===== config.mk =====
export PLATFORM = sky130hd
export DESIGN_NAME = ring_phase_monitor
export DESIGN_NICKNAME = d
export VERILOG_FILES = /design/src/rtl/ring_mon_pkg.sv /design/src/rtl/onehot_enc.sv /design/src/rtl/ring_phase_monitor.sv
export SDC_FILE = /design/constraint.sdc
export NUM_CORES = 1
export LEC_CHECK = 0
export CAP_MARGIN = 20
export CORE_MARGIN = 2
export CORE_UTILIZATION = 54
export CTS_BUF_LIST = sky130_fd_sc_hd__clkbuf_4
export DETAILED_ROUTE_END_ITERATION = 6
export GPL_TIMING_DRIVEN = 0
export HOLD_SLACK_MARGIN = 0.08
export PLACE_DENSITY_LB_ADDON = 0.15
export SLEW_MARGIN = 5
export SYNTH_ARGS = -nofsm -noshare
export SYNTH_HDL_FRONTEND = slang
export SYNTH_SLANG_ARGS = --single-unit
export TNS_END_PERCENT = 20

===== constraint.sdc =====
create_clock -name clk -period 2.8 [get_ports clk]
set_clock_uncertainty 0.2 [all_clocks]
set_input_delay 0.28 -clock clk [delete_from_list [all_inputs] [get_ports clk]]
set_output_delay 0.28 -clock clk [all_outputs]
set_load 0.005 [all_outputs]

===== src/rtl/ring_mon_pkg.sv =====
// rtl/ring_mon_pkg.sv - shared types and rotation helper for one-hot ring consumers
package ring_mon_pkg;

  typedef enum logic [1:0] {ACQUIRE, LOCKED, FAULT} ring_mon_state_t;

  localparam int unsigned RING_MAX_W = 64;

  // Expected successor of prev in an n-wide ring; dir=0 rotates right, dir=1 rotates left.
  function automatic logic [RING_MAX_W-1:0] rot_next(input logic [RING_MAX_W-1:0] prev,
                                                     input int unsigned n,
                                                     input logic dir);
    logic [RING_MAX_W-1:0] nxt;
    logic [5:0]            src;
    nxt = '0;
    src = '0;
    for (int unsigned i = 0; i < RING_MAX_W; i++) begin
      if (i < n) begin
        if (!dir) src = (i == n - 1) ? 6'd0 : 6'(i + 1);
        else      src = (i == 0) ? 6'(n - 1) : 6'(i - 1);
        nxt[i] = prev[src];
      end
    end
    return nxt;
  endfunction

endpackage


===== src/rtl/onehot_enc.sv =====
// rtl/onehot_enc.sv - combinational one-hot to binary encoder with one-hot validity flag
module onehot_enc #(
  parameter int N = 4
) (
  input  logic [N-1:0]         i_vec,
  output logic [$clog2(N)-1:0] o_idx,
  output logic                 o_oh_ok
);

  localparam int IDX_W = $clog2(N);
  localparam int CNT_W = $clog2(N + 1);

  logic [CNT_W-1:0] w_count;

  // OR-ing indices is exact when one bit is set; o_oh_ok qualifies the result.
  always_comb begin
    w_count = '0;
    o_idx   = '0;
    for (int i = 0; i < N; i++) begin
      if (i_vec[i]) begin
        w_count = w_count + CNT_W'(1);
        o_idx   = o_idx | IDX_W'(i);
      end
    end
    o_oh_ok = (w_count == CNT_W'(1));
  end

endmodule


===== src/rtl/ring_phase_monitor.sv =====
// rtl/ring_phase_monitor.sv - decodes a one-hot ring phase, checks rotation, locks and counts revolutions
module ring_phase_monitor
  import ring_mon_pkg::*;
#(
  parameter int N        = 4,
  parameter int DIR      = 0,
  parameter int LOCK_CNT = N,
  parameter int REV_W    = 8
) (
  input  logic                 clk,
  input  logic                 reset,
  input  logic [N-1:0]         phase_in,
  input  logic                 phase_valid,
  input  logic                 clear_err,
  output logic [$clog2(N)-1:0] idx,
  output logic                 idx_valid,
  output logic                 locked,
  output logic                 rev_tick,
  output logic [REV_W-1:0]     rev_count,
  output logic                 err_onehot,
  output logic                 err_seq
);

  localparam int IDX_W = $clog2(N);
  localparam int CNT_W = $clog2(LOCK_CNT + 1);

  ring_mon_state_t r_state, w_state_n;

  logic [IDX_W-1:0]      r_idx;
  logic                  r_idx_valid;
  logic                  r_locked;
  logic                  r_rev_tick;
  logic [REV_W-1:0]      r_rev_count;
  logic                  r_err_onehot;
  logic                  r_err_seq;
  logic [N-1:0]          r_prev;
  logic                  r_have_prev;
  logic [CNT_W-1:0]      r_good_cnt;

  logic [IDX_W-1:0]      w_idx;
  logic                  w_oh_ok;
  logic                  w_seq_ok;
  logic [RING_MAX_W-1:0] w_rot_full;
  logic [N-1:0]          w_rot;
  logic [CNT_W-1:0]      w_good_n;
  logic [REV_W-1:0]      w_rev_n;
  logic                  w_tick_n;
  logic                  w_err_oh_n;
  logic                  w_err_seq_n;

  onehot_enc #(.N(N)) u_enc (
    .i_vec   (phase_in),
    .o_idx   (w_idx),
    .o_oh_ok (w_oh_ok)
  );

  assign w_rot_full = rot_next(RING_MAX_W'(r_prev), N, DIR != 0);
  assign w_rot      = w_rot_full[N-1:0];
  assign w_seq_ok   = !r_have_prev || (phase_in == w_rot);

  always_ff @(posedge clk) begin
    if (reset) r_state <= ACQUIRE;
    else       r_state <= w_state_n;
  end

  // clear_err outranks the checks; the sample in that cycle only seeds prev.
  always_comb begin
    w_state_n   = r_state;
    w_good_n    = r_good_cnt;
    w_rev_n     = r_rev_count;
    w_tick_n    = 1'b0;
    w_err_oh_n  = r_err_onehot;
    w_err_seq_n = r_err_seq;
    if (clear_err) begin
      w_state_n   = ACQUIRE;
      w_good_n    = '0;
      w_err_oh_n  = 1'b0;
      w_err_seq_n = 1'b0;
    end else if (phase_valid) begin
      case (r_state)
        ACQUIRE: begin
          if (w_oh_ok && r_have_prev && w_seq_ok) begin
            if (r_good_cnt == CNT_W'(LOCK_CNT - 1)) begin
              w_state_n = LOCKED;
              w_good_n  = '0;
            end else begin
              w_good_n = r_good_cnt + CNT_W'(1);
            end
          end else begin
            w_good_n = '0;
          end
        end
        LOCKED: begin
          if (!w_oh_ok) begin
            w_err_oh_n = 1'b1;
            w_state_n  = FAULT;
          end else if (!w_seq_ok) begin
            w_err_seq_n = 1'b1;
            w_state_n   = FAULT;
          end else if (phase_in == N'(1)) begin
            w_tick_n = 1'b1;
            w_rev_n  = r_rev_count + REV_W'(1);
          end
        end
        default: begin
        end
      endcase
    end
  end

  always_ff @(posedge clk) begin
    if (reset) begin
      r_idx        <= '0;
      r_idx_valid  <= 1'b0;
      r_locked     <= 1'b0;
      r_rev_tick   <= 1'b0;
      r_rev_count  <= '0;
      r_err_onehot <= 1'b0;
      r_err_seq    <= 1'b0;
      r_prev       <= '0;
      r_have_prev  <= 1'b0;
      r_good_cnt   <= '0;
    end else begin
      r_idx_valid  <= phase_valid && w_oh_ok;
      r_locked     <= (w_state_n == LOCKED);
      r_rev_tick   <= w_tick_n;
      r_rev_count  <= w_rev_n;
      r_err_onehot <= w_err_oh_n;
      r_err_seq    <= w_err_seq_n;
      r_good_cnt   <= w_good_n;
      if (phase_valid) begin
        if (w_oh_ok) begin
          r_idx       <= w_idx;
          r_prev      <= phase_in;
          r_have_prev <= 1'b1;
        end else begin
          r_have_prev <= 1'b0;
        end
      end
    end
  end

  assign idx        = r_idx;
  assign idx_valid  = r_idx_valid;
  assign locked     = r_locked;
  assign rev_tick   = r_rev_tick;
  assign rev_count  = r_rev_count;
  assign err_onehot = r_err_onehot;
  assign err_seq    = r_err_seq;

endmodule


==> summary.md <==
| Metric | Value |
|---|---|
| R2r startpoint | r_prev[3] |
| Synth warn | 0 |
| First-pass GRT wire length | 4240 µm |
| DR iter-0 viols | 11 |
| Max-Cap Viols | 0 |
| Number of global-route vias before repair | 987 |
| Num rows | 17 |
| Reg clk slew, reported paths | 0.13 ns |
| Post-Synth Adder-Cell Area | 5.69% |
| Top FF cell, synth | dfxtp_1 |
| Fin Hold WS | 0.108 ns |
| Final WL | 2670 µm |
| Fin crit share | 96.4% |
| HP Class | in -> reg |
| Most frequent cell after synthesis | dfxtp_1 |
| First-pass DRT Iterations | 4 |
| Total power divided by cell area | 399 mW/mm² |
| Combinational share of power | 18.6% |
| Antenna Violating Nets Remaining | 0 |
| GRT Overall Usage | 20.3% |
| Sw Share | 27.7% |
| IO Port Bufs | 21 |
| RSZ-0062 raised after global routing | yes |
| Yosys cell types | 45 |
| DP HPWL | 2010 µm |
| Hold_sp | phase_in[1] |
| Antenna Cells | 0 |
| Layout area overhead | 22.5% |
| Die Y | 53.4 µm |
| DR vias/cell | 5.77 |
| Synth Area in Compound Gates | 22.0% |
| Die ar. | 0.00286 mm² |
| Setup bufs post-CTS | 0 |
| Yosys reg bits | 25 |
| Register share of total power | 57.2% |
| Clock power frac | 24.2% |
| GRT overflow | 0 |
| Avg Cell Area, Syn | 9.23 µm² |
| Synthesized area | 0.00132 mm² |
| Largest net degree at the start of global routing | 15 |
| Setup TNS | 0 ns |
| Post-synthesis simple-gate area fraction | 21.0% |
| TritonCTS clock tree | done |
| Critical Path AT | 2.75 ns |
| Crit start category | input pin |
| Initial antenna violation count | 0 |
| Share of cells above drive strength 1 | 12.4% |
| Worst slew pin tran | 0.563 ns |
| Placed inst area | 0.00157 mm² |
| Fmax | 371 MHz |
| Htree depth | 1 |
| Min Clock Period, post-route | 2.70 ns |
| # IOs | 23 |
| Synth cell count leaders | dfxtp_1, nor2_1, a21oi_1, inv_1, nand2_1 |
| Die X | 53.4 µm |
| Synthesized instance count | 143 |
| Hold Vio Cnt, Final | 0 |
| Crit Path Max Fanout | 10 |
| Number of flops mapped to enable cells by yosys | 0 |
| Endpoints failing setup | 0 |
| Mux cell area share after synthesis | 4.64% |
| TritonCTS Buffers | 3 |
| Outcome | complete, no violations |
| Async SR Flop Fraction | 0% |
| Endpoint type of the worst setup path | flop |
| DRC viols | 0 |
| Lkg Pwr | 0.000605 µW |
| Post-synth top area cell | dfxtp_1 |
| Initial Util | 58.5% |
| Critical path launch point | phase_in[2] |
| Worst skew pair latency | 0.31 ns |
| Sequential-to-total area share from yosys stat | 37.9% |
| Core area | 0.00225 mm² |
| Psw | 179 µW |
| Slew HR | 62.2% |
| Syn_nets | 157 |
| Vias | 1,136 |
| # clock sinks | 25 |
| WL/cell | 13.5 µm |
| Largest family of logic cells by synthesized area | compound AO/OA/AOI/OAI gates |
| CP required | 2.85 ns |
| Final-stage net count | 184 |
| Max-slew violation count | 0 |
| Top cells by area, synth | dfxtp_1, ha_1, a21oi_1, nor2_1, mux2i_1 |
| Maximum vdd drop | 0.478 mV |
| Clock Tree Root | clkbuf_4 |
| Final Cell Area | 0.00162 mm² |
| Gpl congestion | 0.779 |
| Int Pwr | 467 µW |
| Synth Area in XOR/XNOR | 3.98% |
| Crit Path Class | in -> reg |
| Layout Utilization | 71.7% |
| Yosys top cell area share | 37.9% |
| CTS Buffer Depth | 2 |
-- power by group through the flow --
stage	clock (µW)	sequential, µW	combinational (µW)
detailed placement	0	377	115
finish	156	369	120
global placement	0	377	111
floorplan	0	377	78.6
global route	177	370	134
CTS	161	369	119
-- layer usage --
metal / wire length (µm) / vias up / global-route usage, %
met5: 0 / - / 0
met4: 21 / 0 / 4.70
met3: 116 / 4 / 5.37
met2: 1320 / 19 / 35.0
met1: 1210 / 540 / 24.9
li1: - / 573 / -
-- state kept, by name, summed over array words and instances, names as in the netlist --
name	flops
r_state	2
rev_tick	1
err_seq	1
r_have_prev	1
r_prev	4
r_good_cnt	3
idx_valid	1
rev_count	8
err_onehot	1
locked	1
idx	2
-- worst paths after layout --
kind | endpoint | slack [ns] | cells after the start
setup / recovery | rev_count[4] | 0.10 | 9
hold / removal | r_prev[1] | 0.11 | 3
setup reg to reg | locked | 0.52 | 5
hold reg to reg | r_good_cnt[2] | 0.28 | 2
-- stage by stage --
stage	setup WS [ns]	power [µW]	cells
2_1_floorplan	0.201	455	143
5_1_grt	-0.0249	681	197
3_3_place_gp	-0.582	488	192
4_1_cts	0.00176	649	197
6_report	0.101	646	197
3_5_place_dp	-0.720	492	192
-- cells by family (layout without fill, tap and decap cells) --
kind of cell,after synthesis,in the layout
AO/OA/AOI/OAI,36,36
multiplexers,6,6
AND/OR/NAND/NOR,50,50
XOR/XNOR,6,6
flip-flops,25,25
adder cells (fa/ha/maj),6,6
buffers and inverters,14,40
-- cell usage in the layout (no fill, tap or decap), drive strengths merged, types with 5 or more instances in the layout --
cell type      instances
xor2                   5
a21oi                 11
nand2                  7
inv                    9
clkbuf                 8
nor2                  14
dfxtp                 25
ha                     6
clkdlybuf4s50         19
mux2i                  5
-- critical path, stage by stage --
cell             delay [ns]
clkdlybuf4s50_1        0.52
buf_4                  0.20
mux2i_1                0.21
ha_2                   0.23
and3_2                 0.20
o211a_1                0.24
o2111ai_4              0.20
or4_1                  0.51
a21oi_1                0.16
-- area by class of cell --
type,count,area [µm²]
fillers,184,638
clock buffers,3,22.5
inverters,9,33.8
well taps,28,35.0
flip-flops and latches,25,500
multi-input cells,104,778
repair buffers,22,210
clock inverters,1,5.00
plain buffers,5,31.3
-- what timing repair did --
action | 4_1_cts | 5_1_grt
endpoints found under the setup margin | 22 | 14
hold buffers | 1 | 0
hold endpoints to repair | 1 | 0
pin swaps | 1 | 0
gates resized for setup | 6 | 5
No activity file was read; power rests on OpenSTA's default activity.
==> edit 1 (config.mk and constraints unchanged) <==
`REV_W`: 8 -> 9.
--- a/src/rtl/ring_phase_monitor.sv
+++ b/src/rtl/ring_phase_monitor.sv
@@ -7,3 +7,3 @@
   parameter int LOCK_CNT = N,
-  parameter int REV_W    = 8
+  parameter int REV_W    = 9
 ) (
Interface: changed (resized rev_count); port bits go from 23 to 24. No check against the original RTL was run, so the function may have changed too.
==> edit 1 against the unedited design <==
Area after synthesis is 6.4% higher; sequential share of layout area is 0.59 points lower; worst setup slack better by 82 ps; sequential cell count is 1 higher; cell area is 6.0% higher; routed wire length is 4.2% higher; non-clock buffer count is 1 higher; combinational power is 4% lower; total power is 1.6% higher; critical path type unchanged; largest power group unchanged.
==> edit 1: results (changes against the unedited design) <==
Cells and area
  – ClkCell Share: 1.31% (-0.39 points)
  – Fin nets: 188 (+2.2%)
  – Signal buf overhead: 15.3% (+0.32 points)
  – Plain + repair buffers: 28 (+3.7%)
  – Fraction of area in registers: 30.4% (-0.59 points)
  – Multi-In Gates: 113 (+8.7%)
  – Multi-input combinational area share: 50.4% (+2.3 points)

Synthesis
  – Synth Area in Adders: 5.35% (-0.34 points)
  – Seq/Total Area, Yosys: 37.1% (-0.84 points)
  – Synth Area in XOR/XNOR: 5.53% (+1.5 points)
  – Commonest cells in the netlist: dfxtp_1 (26), nor2_1 (15), nand2_1 (10), a21oi_1 (9), or3_1 (7)
  – Register bit total from synthesis: 26 (+4.0%)
  – Largest cells by area after synthesis: dfxtp_1 (37%), ha_1 (5.3%), nor2_1 (4.0%)
  – Syn nets: 160 (+1.9%)

Outcome
  – Outcome: complete, no violations

Setup path
  – Worst Path Arrival: 2670 ps (-80 ps)
  – Setup crit end: rev_count[7]
  – Reg2reg end: rev_count[5]
  – Worst R2R Setup Slack: 590 ps (+70 ps)
  – Worst r2r src: r_prev[0]

Power and ir drop
  – P_int: 0.000481 W (+2.9%)
  – Peak VDD IR: 0.375 mV (-22%)

Global route
  – M1 GR Usage: 25.0% (+0.089 points)
  – First-pass GRT wire length: 4.46 mm (+5.0%)
  – Largest net degree at the start of global routing: 14 (-1)

Placed design
  – Setup WS pre-CTS: -733 ps (-12.4 ps)
  – Placer Congestion: 0.749 (-3.9%)

Timing
  – Hold Slack: 89.0 ps (-19.1 ps)
  – Worst rel slew slack: 69.7% (+7.5 points)

Die
  – Tapcells: 30 (+7.1%)

Drt
  – Via count: 1163 (+2.4%)
  – Routed wl met2: 1.37 mm (+3.9%)
  – Routed metal-1 wirelength: 1.30 mm (+8.1%)
-- edit 1: cell types whose count changed in the layout (fill, tap and decap cells not counted), moves of 3 or more --
| cell | delta |
|---|---|
| or3_1 | +5 |
| o21ai_1 | +6 |
| nand2_1 | +3 |
| o31a_1 | -3 |
| a21boi_0 | +3 |
| o31ai_1 | -3 |
| inv_1 | -7 |
-- edit 1: critical path, cell delays in order --
cell and delay [ps]:
clkdlybuf4s50_1 490, buf_6 170, nor2_1 60, a21oi_1 120
ha_1 280, and4b_1 300, nor4_4 80, nand4b_4 210
buf_6 170, or3_1 350, a21oi_1 160
-- edit 1: logic make-up (layout without fill, tap and decap cells) --
group                      Yosys count  after routing
AOI/OAI and AO/OA                   30             30
xor gates and xnor gates             8              8
adders and majority gates            6              6
buffers and inverters                7             33
DFF                                 26             26
muxes                                5              5
and+or+nand+nor                     64             64
==> edit 2 (config.mk and constraints unchanged) <==
Without the edit above. Register the inputs `phase_in`, `phase_valid` and `clear_err` before use, without a reset. The logic sees them one clock later. Comments in the files are not updated.
--- a/src/rtl/ring_phase_monitor.sv
+++ b/src/rtl/ring_phase_monitor.sv
@@ -26,2 +26,12 @@
 
+  logic [N-1:0] phase_q;
+  logic phase_valid_q;
+  logic clear_err_q;
+
+  always_ff @(posedge clk) begin
+    phase_q       <= phase_in;
+    phase_valid_q <= phase_valid;
+    clear_err_q   <= clear_err;
+  end
+
   ring_mon_state_t r_state, w_state_n;
@@ -51,3 +61,3 @@
   onehot_enc #(.N(N)) u_enc (
-    .i_vec   (phase_in),
+    .i_vec   (phase_q),
     .o_idx   (w_idx),
@@ -58,3 +68,3 @@
   assign w_rot      = w_rot_full[N-1:0];
-  assign w_seq_ok   = !r_have_prev || (phase_in == w_rot);
+  assign w_seq_ok   = !r_have_prev || (phase_q == w_rot);
 
@@ -73,3 +83,3 @@
     w_err_seq_n = r_err_seq;
-    if (clear_err) begin
+    if (clear_err_q) begin
       w_state_n   = ACQUIRE;
@@ -78,3 +88,3 @@
       w_err_seq_n = 1'b0;
-    end else if (phase_valid) begin
+    end else if (phase_valid_q) begin
       case (r_state)
@@ -99,3 +109,3 @@
             w_state_n   = FAULT;
-          end else if (phase_in == N'(1)) begin
+          end else if (phase_q == N'(1)) begin
             w_tick_n = 1'b1;
@@ -123,3 +133,3 @@
     end else begin
-      r_idx_valid  <= phase_valid && w_oh_ok;
+      r_idx_valid  <= phase_valid_q && w_oh_ok;
       r_locked     <= (w_state_n == LOCKED);
@@ -130,6 +140,6 @@
       r_good_cnt   <= w_good_n;
-      if (phase_valid) begin
+      if (phase_valid_q) begin
         if (w_oh_ok) begin
           r_idx       <= w_idx;
-          r_prev      <= phase_in;
+          r_prev      <= phase_q;
           r_have_prev <= 1'b1;
Behaviour: not the same (a bounded check fails within 4 cycles, from zero or initial values and one cycle with reset high).
==> edit 2 against the unedited design <==
Total power rose by 32%; cell area grew 18%; routed wire length rose by 28%; sequential cell count grew 6; non-clock buffer count grew 12; hold slack improved by 68 ps; area after synthesis rose by 12%; worst setup slack got worse by 35 ps; critical endpoint is now rev_count[3]; highest routed layer unchanged.
==> edit 2: results (changes against the unedited design) <==
Clock tree
  – Clk slew on worst S/H paths: 80 ps (-50 ps)
  – Post-CTS resize count: 8 (+2)
  – Htree depth: 2 (+1)
  – Worst skew pair latency: 330 ps (+20 ps)
  – Num CTS Buffers: 5 (+2)
  – Post-CTS Setup Repair Bufs: 2 (+2)

Drt
  – DRT Wirelength: 3.42 mm (+28%)
  – Routed metal-1 wirelength: 1.44 mm (+20%)
  – DR iter-0 viols: 46 (+35)
  – Routed wl met2: 1.71 mm (+29%)
  – Via count: 1333 (+17%)

Cells and area
  – Final core occ: 74.8% (+3.1 points)
  – Fraction of area in registers: 33.0% (+2.0 points)
  – Share of cells above drive strength 1: 18.9% (+6.5 points)
  – Fin nets: 211 (+15%)
  – ClkCell Share: 2.37% (+0.66 points)
  – Signal buf overhead: 17.2% (+2.3 points)
  – Plain + repair buffers: 39 (+44%)
  – Sequential cell count: 31 (+24%)
  – Multi-input gate area: 840 um^2 (+7.9%)

Placed design
  – Post-DP Area: 1730 um^2 (+11%)
  – Post-DP HPWL: 2.39 mm (+19%)
  – Placer Congestion: 0.786 (+0.87%)
  – Setup WS pre-CTS: -257 ps (+463 ps)
  – Port Buf Inserts: 22 (+4.8%)

Synthesis
  – Seq/Total Area, Yosys: 42.0% (+4.1 points)
  – Synth Instances: 160 (+12%)
  – Syn Area/Cell: 9.23 um^2 (about the same)
  – Synth Area in XOR/XNOR: 3.47% (-0.51 points)
  – Synth Area in Compound Gates: 19.2% (-2.8 points)
  – Syn nets: 174 (+11%)
  – Largest cells by area after synthesis: dfxtp_1 (42%), ha_1 (5.1%), nor2_1 (4.6%)
  – Count of different cell masters after synthesis: 47 (+4.4%)
  – Synth Area in Adders: 5.08% (-0.60 points)

Outcome
  – Outcome: complete, no violations

Global route
  – First-pass GRT wire length: 5.73 mm (+35%)
  – Largest net degree at the start of global routing: 11 (-4)
  – Tot GR Track Use: 23.1% (+2.8 points)

Setup path
  – Slowest library cell on the worst path: or4_4
  – Worst Path Arrival: 2800 ps (+50 ps)
  – CP max FO: 8 (-2)
  – Crit path launch type: flop

Power and ir drop
  – Total power: 0.000854 W (+32%)
  – Clock network power share: 27.7% (+3.5 points)
  – P_sw: 0.000232 W (+30%)
  – Seq. pwr: 0.000462 W (+25%)
  – Static Leak: 0.743 nW (+23%)

Timing
  – Worst rel slew slack: 68.9% (+6.7 points)
## edit 2: final timing paths
path | depth (start not counted) | startpoint | endpoint | slack [ps]
max | 8 | phase_q[0] | rev_count[3] | 70
min | 1 | phase_in[1] | phase_q[1] | 180
max reg2reg | 8 | phase_q[0] | rev_count[3] | 70
min reg2reg | 2 | r_good_cnt[2] | r_good_cnt[2] | 260
## edit 2: worst register-to-register path, stage by stage, from the launching register on
cell and delay [ps]:
dfxtp_4 380, ha_1 250, nor2_1 80, a21oi_1 180, ha_2 330, o41ai_4 420, o21ai_4 150, or4_4 530
a21oi_2 140
## edit 2: layer usage
| metal | vias up | GRT usage, % |
|---|---|---|
| li1 | 650 | - |
| met1 | 623 | 26.4 |
| met2 | 46 | 39.8 |
| met3 | 14 | 6.91 |
| met4 | 0 | 9.86 |
| met5 | - | 0 |
